[config.mk]
export PLATFORM = sky130hd
export DESIGN_NAME = rptr_empty_status
export DESIGN_NICKNAME = d
export VERILOG_FILES = /design/src/rtl/rptr_empty_status.sv
export SDC_FILE = /design/constraint.sdc
export NUM_CORES = 1
export LEC_CHECK = 0
export CORE_UTILIZATION = 31
export CTS_CLUSTER_SIZE = 40
export DETAILED_ROUTE_END_ITERATION = 12
export PLACE_DENSITY = 0.62
export SYNTH_ARGS = -nofsm -noshare
export SYNTH_HDL_FRONTEND = slang
export SYNTH_SLANG_ARGS = --single-unit
[constraint.sdc]
create_clock -name rclk -period 2.9 [get_ports rclk]
set_input_delay 0.435 -clock rclk [delete_from_list [all_inputs] [get_ports rclk]]
set_output_delay 0.435 -clock rclk [all_outputs]
set_load 0.01 [all_outputs]
[src/rtl/rptr_empty_status.sv]
// Read-domain pointer, empty/almost-empty status, fill level and underflow
// tracking for an asynchronous FIFO. All state lives in the rclk domain.
module rptr_empty_status #(
  parameter int unsigned ADDRSIZE = 4,
  parameter int unsigned AE_RESET = 1
) (
  input  logic                rclk,
  input  logic                rrst,
  input  logic                rinc,
  input  logic                rerr_clr,
  input  logic [ADDRSIZE:0]   rq2_wptr,
  input  logic [ADDRSIZE:0]   rae_thresh,
  output logic                rpop,
  output logic [ADDRSIZE-1:0] raddr,
  output logic [ADDRSIZE:0]   rptr,
  output logic                rempty,
  output logic                ralmost_empty,
  output logic [ADDRSIZE:0]   rlevel,
  output logic                rundflow
);

  localparam int unsigned PW = ADDRSIZE + 1;

  // AE_RESET only documents the default threshold; tie it off here.
  logic unused_params;
  assign unused_params = ^32'(AE_RESET);

  logic [PW-1:0] rbin;
  logic [PW-1:0] rbinnext;
  logic [PW-1:0] rgraynext;
  logic [PW-1:0] wbin;
  logic [PW-1:0] levelnext;

  // Pops are only accepted when the registered empty flag is clear.
  assign rpop  = rinc & ~rempty;
  assign raddr = rbin[ADDRSIZE-1:0];

  // Next read pointer in binary and Gray form.
  always_comb begin
    rbinnext  = rbin + PW'(rpop);
    rgraynext = (rbinnext >> 1) ^ rbinnext;
  end

  // Gray-to-binary decode of the synchronized write pointer.
  always_comb begin
    wbin = '0;
    for (int i = 0; i < int'(PW); i++) begin
      wbin[i] = ^(rq2_wptr >> i);
    end
  end

  // Entries available once this cycle's pop has been taken.
  always_comb begin
    levelnext = wbin - rbinnext;
  end

  // Pointer and status registers; reset overrides all other inputs.
  always_ff @(posedge rclk) begin
    if (rrst) begin
      rbin          <= '0;
      rptr          <= '0;
      rempty        <= 1'b1;
      ralmost_empty <= 1'b1;
      rlevel        <= '0;
    end else begin
      rbin          <= rbinnext;
      rptr          <= rgraynext;
      rempty        <= (rgraynext == rq2_wptr);
      ralmost_empty <= (levelnext <= rae_thresh);
      rlevel        <= levelnext;
    end
  end

  // Sticky underflow: a pop attempt while empty beats a same-cycle clear.
  always_ff @(posedge rclk) begin
    if (rrst) begin
      rundflow <= 1'b0;
    end else if (rinc && rempty) begin
      rundflow <= 1'b1;
    end else if (rerr_clr) begin
      rundflow <= 1'b0;
    end
  end

endmodule

# [Word level (Yosys, flattened, before mapping)]
# Cells that the tools add are included.
# Widths: inputs -> output; s select.
[op_classes] add_sub_neg=2 n_lt_le_gt_ge=1 n_eq_ne=1 muxes=2 bitwise=3 reduce_logical=7
[ops] cell="$reduce_xor 5->1" count=5
[ops] cell="$add 5x1->5" count=1
[ops] cell="$eq 5x5->1" count=1
[ops] cell="$le 5x5->1" count=1
[ops] cell="$sub 5x5->5" count=1
[ops] cell="$xor 4x5->5" count=1
[ops] cell="$mux 1" count=2
[ops] cell="$reduce_bool 2->1" count=1
[ops] cell="$and 1x1->1" count=1
[ops] cell="$logic_and 1x1->1" count=1
[ops] cell="$not 1->1" count=1
[word_totals] regBits=18 out_inout_bits=18

# [Depth between registers and ports, before layout]
# Gate-level depths: netlist (run 1).
[depth] depth_word=5 ltp_mapped=14 mapped_depth_nobuf=14

# [Worst setup path after synthesis (run 1)]
# No wires, ideal clock.
[synth_path] kind="in2reg" startpoint="input port rq2_wptr[4]" endpoint="register ralmost_empty" arrival_time_ns=2.923 required_ns=2.826 path_slack_ns=-0.097 cell_stages=13 cell_sequence="xor2_1 xnor2_1 xor2_1 xor2_1 ha_1 fa_1 inv_1 ha_1 nor2b_1 o21a_1 o21a_1 o21a_1 o21ai_0"
[synth_via] elab_chain_len=3
[synth_rtl] item="start: declaration" line_no="11" rtl="input logic [ADDRSIZE:0] rq2_wptr,"
[synth_rtl] item="$reduce_xor 5->1" line_no="48" rtl="wbin[i] = ^(rq2_wptr >> i);"
[synth_rtl] item="$sub 5x5->5 (*)" line_no="54" rtl="levelnext = wbin - rbinnext;"
[synth_rtl] item="via levelnext[1]" line_no="32" rtl="logic [PW-1:0] levelnext;"
[synth_rtl] item="$le 5x5->1 (*)" line_no="69" rtl="ralmost_empty <= (levelnext <= rae_thresh);"
[synth_rtl] item="end signal: assignment" line_no="69"
[synth_rtl] item="end: declaration" line_no="17" rtl="output logic ralmost_empty,"
# Mark *: on every way through the listed nets, which the timed path passes. The rest lies on a longest branch.
# A chain may end at the register's enable or synchronous reset.

# [Worst setup path in the final report (run 1)]
# Same ends and word-level chain as after synthesis.

==> impl_metrics.yaml, run 1 <==
clocking:
  clk_pin_slew_ns: 0.09
  htreeDepth: 1
  ctsRootBufferMaster: "clkbuf_4"
  cts.sinks: 17
  cts_hold_buffers: 0
  clk_path_buf_depth: 2
  cts_tree: "yes"
  clk_latency_ns: 0.28
  cts-buffers-inserted: 3
drt:
  drt_iter0_drc: 13
  dr.pass1.iters: 4
  totalWireLength_um: 1935
  vias: 781
  wire_per_inst_um: 9.872
  drc_errors: 0
  drtAntennaViolNets: 0
  via_per_inst: 3.985
finish:
  drive_above_1_share_pct: 29.61
  layout.nets: 178
  area_growth_syn_to_layout_pct: 61.87
  fin_area_um2: 1620
  antenna_cells: 0
critical_path:
  cp_max_fo: 2
  cp.required_ns: 3.12
  critical_path_class: "in2reg"
  cp_data_arrival_time_ns: 3.01
  crit_top_cell: "o21a_1"
  crit_path_cell_trace: "buf_4, xor2_4, xnor2_2, xor2_2, xor2_1, ha_2, fa_2, inv_2, ha_4, nor2b_1, o21a_1, o21a_1, o21a_1, o21ai_1"
  cp_slowest_stage_delay_ns: 0.58
  setup.worst_path.end_class: "register"
  cp-start-kind: "input pin"
  cp_slowest_cell: "fa_2"
yosys:
  synth_seq_cells: 17
  syn-num-nets: 122
  ys_top_cells_by_count: "17 x dfxtp_1, 11 x nor2_1, 10 x ha_1, 10 x inv_1, 9 x xnor2_1"
  yosysTopAreaCellShare_pct: 34.00
  synth_cell_types: 29
  synth_edf_count: 0
  yosysWarnings: 0
  synthFlopType: "dfxtp_1"
  synthArstFlopShare_pct: 0
  synth_cells: 97
  yosysMostFrequentCell: "dfxtp_1"
  synth_top_area_cell: "dfxtp_1"
  avgSynthCellArea_um2: 10.32
  synth_area_leaders: "dfxtp_1 34%, ha_1 13%, xnor2_1 7.9%, xor2_1 5.2%, nor2_1 4.1%"
  syn_area_um2: 1001
  yosysSeqAreaShare_pct: 34.00
run:
  timing.max_cap.violations: 0
pwr:
  peakVddDrop_mv: 0.1683
  cellLeakagePower_nw: 0.7315
  p_per_area_nw_per_um2: 432.5
placement:
  io_buffers: 31
  hpwl_um: 1669
  gp_congestion: 0.7806
  place_area_um2: 1541
floorplanning:
  dieArea_um2: 3460
  start_util_pct: 32.79
  die_h_um: 58.83
  fp.dieW_um: 58.83
  io_pins: 32
  core-area_um2: 3053
  rows: 20
timing:
  setup_tns_ns: 0
  drv_slew: 0
  hold_violations: 0
  worst_slew_pin_slew_ns: 0.5959
  finClkSkew_ns: 0.002089
  max-slew-margin-rel_pct: 60.15
  min_period_ns: 2.792
  setup_viol: 0
  fmax_ghz: 0.3582
  rsz0062_at_grt: "false"
  period_share_pct: 96.28
grt:
  antenna_found_initial: 0
  grt_pass1_vias: 779
  grt_overflow: 0
  grt_pass1_wl_um: 3360
  grt_max_degree: 18
  grt_use_total_pct: 13.43
worst_hold_path:
  hp-class: "in2reg"
status:
  status: "finished, final reports clean"
stage by stage:
stage | power (W) | util (%) | cells | setup WS (ns) | hold slack (ns)
floorplan | 0.0004266 | - | 97 | -0.07788 | 0.4890
global placement | 0.0005550 | 50.49 | 190 | -0.7187 | 0.4558
detailed placement | 0.0005613 | 50.49 | 190 | -0.7684 | 0.4711
CTS | 0.0006881 | 51.35 | 195 | 0.003597 | 0.4812
global route | 0.0007566 | 53.07 | 196 | 0.01600 | 0.4560
finish | 0.0007007 | 53.07 | 196 | 0.1079 | 0.4547
kinds of logic (layout without fill, tap and decap cells):
group	Yosys count	after routing	share of synthesized area, %
xor+xnor	20	20	24.13
flops	17	17	34.00
fa+ha+maj	11	11	14.50
simple gates	26	26	14.37
mux	1	1	1.500
buf+inv	11	66	4.125
compound gates	11	11	7.374
per-layer routing:
layer  GRT usage, %  routed length, µm  vias to the layer above
li1               -                  -                      418
met1          17.35                962                      346
met2          20.62                899                       15
met3          3.297                 43                        2
met4          7.143                 30                        0
met5              0                  0                        -
cell type report:
class	instances	area (µm²)
Sequential cell	17	340.3
Clock inverter	1	5.005
Tap cell	44	55.05
Clock buffer	3	22.52
Fill cell	304	1433
Inverter	10	37.54
Multi-Input combinational cell	69	691.9
Timing Repair Buffer	52	467.9
placed cells by master, fill, tap and decap left out, drive strengths merged:
cell | synthesis | layout
xnor2 | 10 | 10
dlygate4sd2 | 0 | 1
nor2 | 11 | 11
o21ai | 1 | 1
clkinv | 0 | 1
nor3 | 1 | 1
clkdlybuf4s50 | 0 | 26
inv | 10 | 10
dfxtp | 17 | 17
nand2b | 1 | 1
and3 | 1 | 1
a41o | 1 | 1
dlymetal6s2s | 0 | 2
xnor3 | 1 | 1
o21a | 3 | 3
nor2b | 6 | 6
clkbuf | 1 | 3
ha | 10 | 10
and2 | 3 | 3
a21oi | 3 | 3
nand2 | 1 | 1
a21o | 2 | 2
nand3 | 1 | 1
a31oi | 1 | 1
mux2 | 1 | 1
fa | 1 | 1
buf | 0 | 23
xor2 | 9 | 9
nand4 | 1 | 1
state kept, by name, indices dropped and copies added (netlist names):
name and count:
rbin 4, ralmost_empty 1, rptr 5, rlevel 5, rundflow 1, rempty 1
final timing paths:
path                                  start            end  slack (ns)  cells after the start
worst min register to register     rundflow       rundflow        0.48                      2
worst max register to register       rempty  ralmost_empty        0.32                     12
worst min-delay path                   rinc       rundflow        0.45                      3
worst max-delay path            rq2_wptr[4]  ralmost_empty        0.11                     14
worst max-delay path, delay by kind of cell:
kind / cells / cell delay, ns
AO/OA/AOI/OAI: 4 / 0.60
adder cells (fa/ha/maj): 3 / 1.01
AND/OR/NAND/NOR: 1 / 0.12
buffers and inverters: 2 / 0.18
XOR/XNOR: 4 / 0.68
where the power goes:
part           switching, W  internal, W  total [W]
Combinational      0.000128     0.000190   0.000317
Sequential       0.00000871     0.000256   0.000265
Clock             0.0000679    0.0000511   0.000119
timing repair:
action                     4_1_cts  5_1_grt
setup buffers                    1        1
setup endpoints to repair        1        1
resized for setup               10       11
pin swaps                        2       13
(Power assumes the default switching activity.)
==> run 2: changes to the inputs <==
MAX_ROUTING_LAYER = met4   (was unset)
==> impl_metrics.yaml, run 2 (same netlist as run 1, synthesis figures left out) <==
finish:
  fillerInstances: 304
  layout_commonest_cell: "clkdlybuf4s50_1"
  antenna_cells: 0
  layout.nets: 178
  drive_above_1_share_pct: 29.61
  mostFrequentLayoutCells: "26 x clkdlybuf4s50_1, 21 x buf_4, 17 x dfxtp_1"
  area_growth_syn_to_layout_pct: 61.87
  reg_top3: "rlevel: 5 flops, rptr: 5 flops, rbin: 4 flops"
timing:
  worst_slew_pin_slew_ns: 0.5961
  max-slew-margin-rel_pct: 60.14
  finClkSkew_ns: 0.002133
  fmax_ghz: 0.3582
  period_share_pct: 96.27
  drv_slew: 0
  min_period_ns: 2.792
  hold_violations: 0
  rsz0062_at_grt: "false"
  setup_viol: 0
  timing.hold.ws_ns: 0.4546
drt:
  drt_iter0_drc: 13
  vias: 781
  drtAntennaViolNets: 0
  drc_errors: 0
  via_per_inst: 3.985
  totalWireLength_um: 1936
  wire_per_inst_um: 9.878
  dr.pass1.iters: 4
clocking:
  clk_latency_ns: 0.28
  htreeDepth: 1
  cts.sinks: 17
  clk_path_buf_depth: 2
  ctsRootBufferMaster: "clkbuf_4"
  cts_tree: "yes"
  cts-buffers-inserted: 3
  clk_pin_slew_ns: 0.09
  cts_hold_buffers: 0
placement:
  io_buffers: 31
  hpwl_um: 1669
  gp_congestion: 0.7914
pwr:
  peakVddDrop_mv: 0.1684
  p_per_area_nw_per_um2: 432.5
  cellLeakagePower_nw: 0.7315
  finalPower_w: 0.0007008
floorplanning:
  die_h_um: 58.83
  rows: 20
  start_util_pct: 32.79
  fp.dieW_um: 58.83
  core-area_um2: 3053
  io_pins: 32
  dieArea_um2: 3460
grt:
  grt_pass1_vias: 784
  grt_max_degree: 18
  antenna_found_initial: 0
  grt_pass1_wl_um: 3346
  grt_overflow: 0
  grt_use_total_pct: 13.69
critical_path:
  r2r_slack_ns: 0.32
  crit_top_cell: "o21a_1"
  cp_max_fo: 2
  cp.required_ns: 3.12
  worstReg2RegStart: "rempty"
  setup.worst_path.end_class: "register"
  cp_slowest_cell: "fa_2"
  crit_path_cell_trace: "buf_4, xor2_4, xnor2_2, xor2_2, xor2_1, ha_2, fa_2, inv_2, ha_4, nor2b_1, o21a_1, o21a_1, o21a_1, o21ai_1"
  cp_slowest_stage_delay_ns: 0.58
  cp_data_arrival_time_ns: 3.01
  cp-startpoint: "rq2_wptr[4]"
  critical_path_class: "in2reg"
  cp-start-kind: "input pin"
worst_hold_path:
  hp-class: "in2reg"
  min_from: "rinc"
status:
  status: "finished, final reports clean"
run:
  timing.max_cap.violations: 0
run 2: cell counts in the layout (fill, tap and decap cells not counted):
No cell type changed its count.
run 2: where the power goes:
part	leakage [nW]	switching, W	internal (W)
Combinational	0.574	0.000128	0.000190
Sequential	0.140	0.00000871	0.000256
Clock	0.0177	0.0000679	0.0000511
Total	0.731	0.000204	0.000497
run 2: final timing paths:
kind	depth (start not counted)	endpoint
max	14	ralmost_empty
min reg2reg	2	rundflow
max reg2reg	12	ralmost_empty
min	3	rundflow
run 2: timing repair:
action	in CTS	in global routing
setup endpoints to repair	1	1
pin swaps	2	13
setup buffers	1	1
resized for setup	10	11
run 2: cell type report:
class                      count  area (µm²)  area share [%]
clock buffer                   3       22.52           1.390
clock inverter                 1       5.005          0.3089
inverter                      10       37.54           2.317
multi-input combinational     69       691.9           42.70
sequential                    17       340.3           21.00
tap                           44       55.05           3.398
timing repair buffer          52       467.9           28.88
run 2: per-layer routing:
layer | vias to the layer above | global-route usage (%) | routed length (µm)
li1 | 418 | - | -
met1 | 346 | 17.35 | 963
met2 | 15 | 20.62 | 899
met3 | 2 | 2.637 | 42
met4 | 0 | 7.143 | 30
met5 | - | - | 0
run 2: critical path, delay by kind of cell:
family / cells / cell delay [ns]
adder cells (fa/ha/maj): 3 / 1.01
buffers and inverters: 2 / 0.18
XOR/XNOR: 4 / 0.68
AO/OA/AOI/OAI: 4 / 0.60
AND/OR/NAND/NOR: 1 / 0.12
run 2: stage by stage:
| stage | TNS (ns) | instances | utilization [%] | area (µm²) | worst slack (ns) |
|---|---|---|---|---|---|
| 3_3_place_gp | -0.9281 | 190 | 50.49 | 1541 | -0.7187 |
| 5_1_grt | 0 | 196 | 53.07 | 1620 | 0.01085 |
| 3_5_place_dp | -1.041 | 190 | 50.49 | 1541 | -0.7684 |
| 4_1_cts | 0 | 195 | 51.35 | 1568 | 0.003597 |
| 6_report | 0 | 196 | 53.07 | 1620 | 0.1080 |
| 2_1_floorplan | -0.07788 | 97 | - | 1037 | -0.07788 |
==> run 3: changes to the inputs <==
SLEW_MARGIN = 25   (was unset)
==> results of run 3 <==
No change in the layout: final DEF, timing and power equal those of run 2.
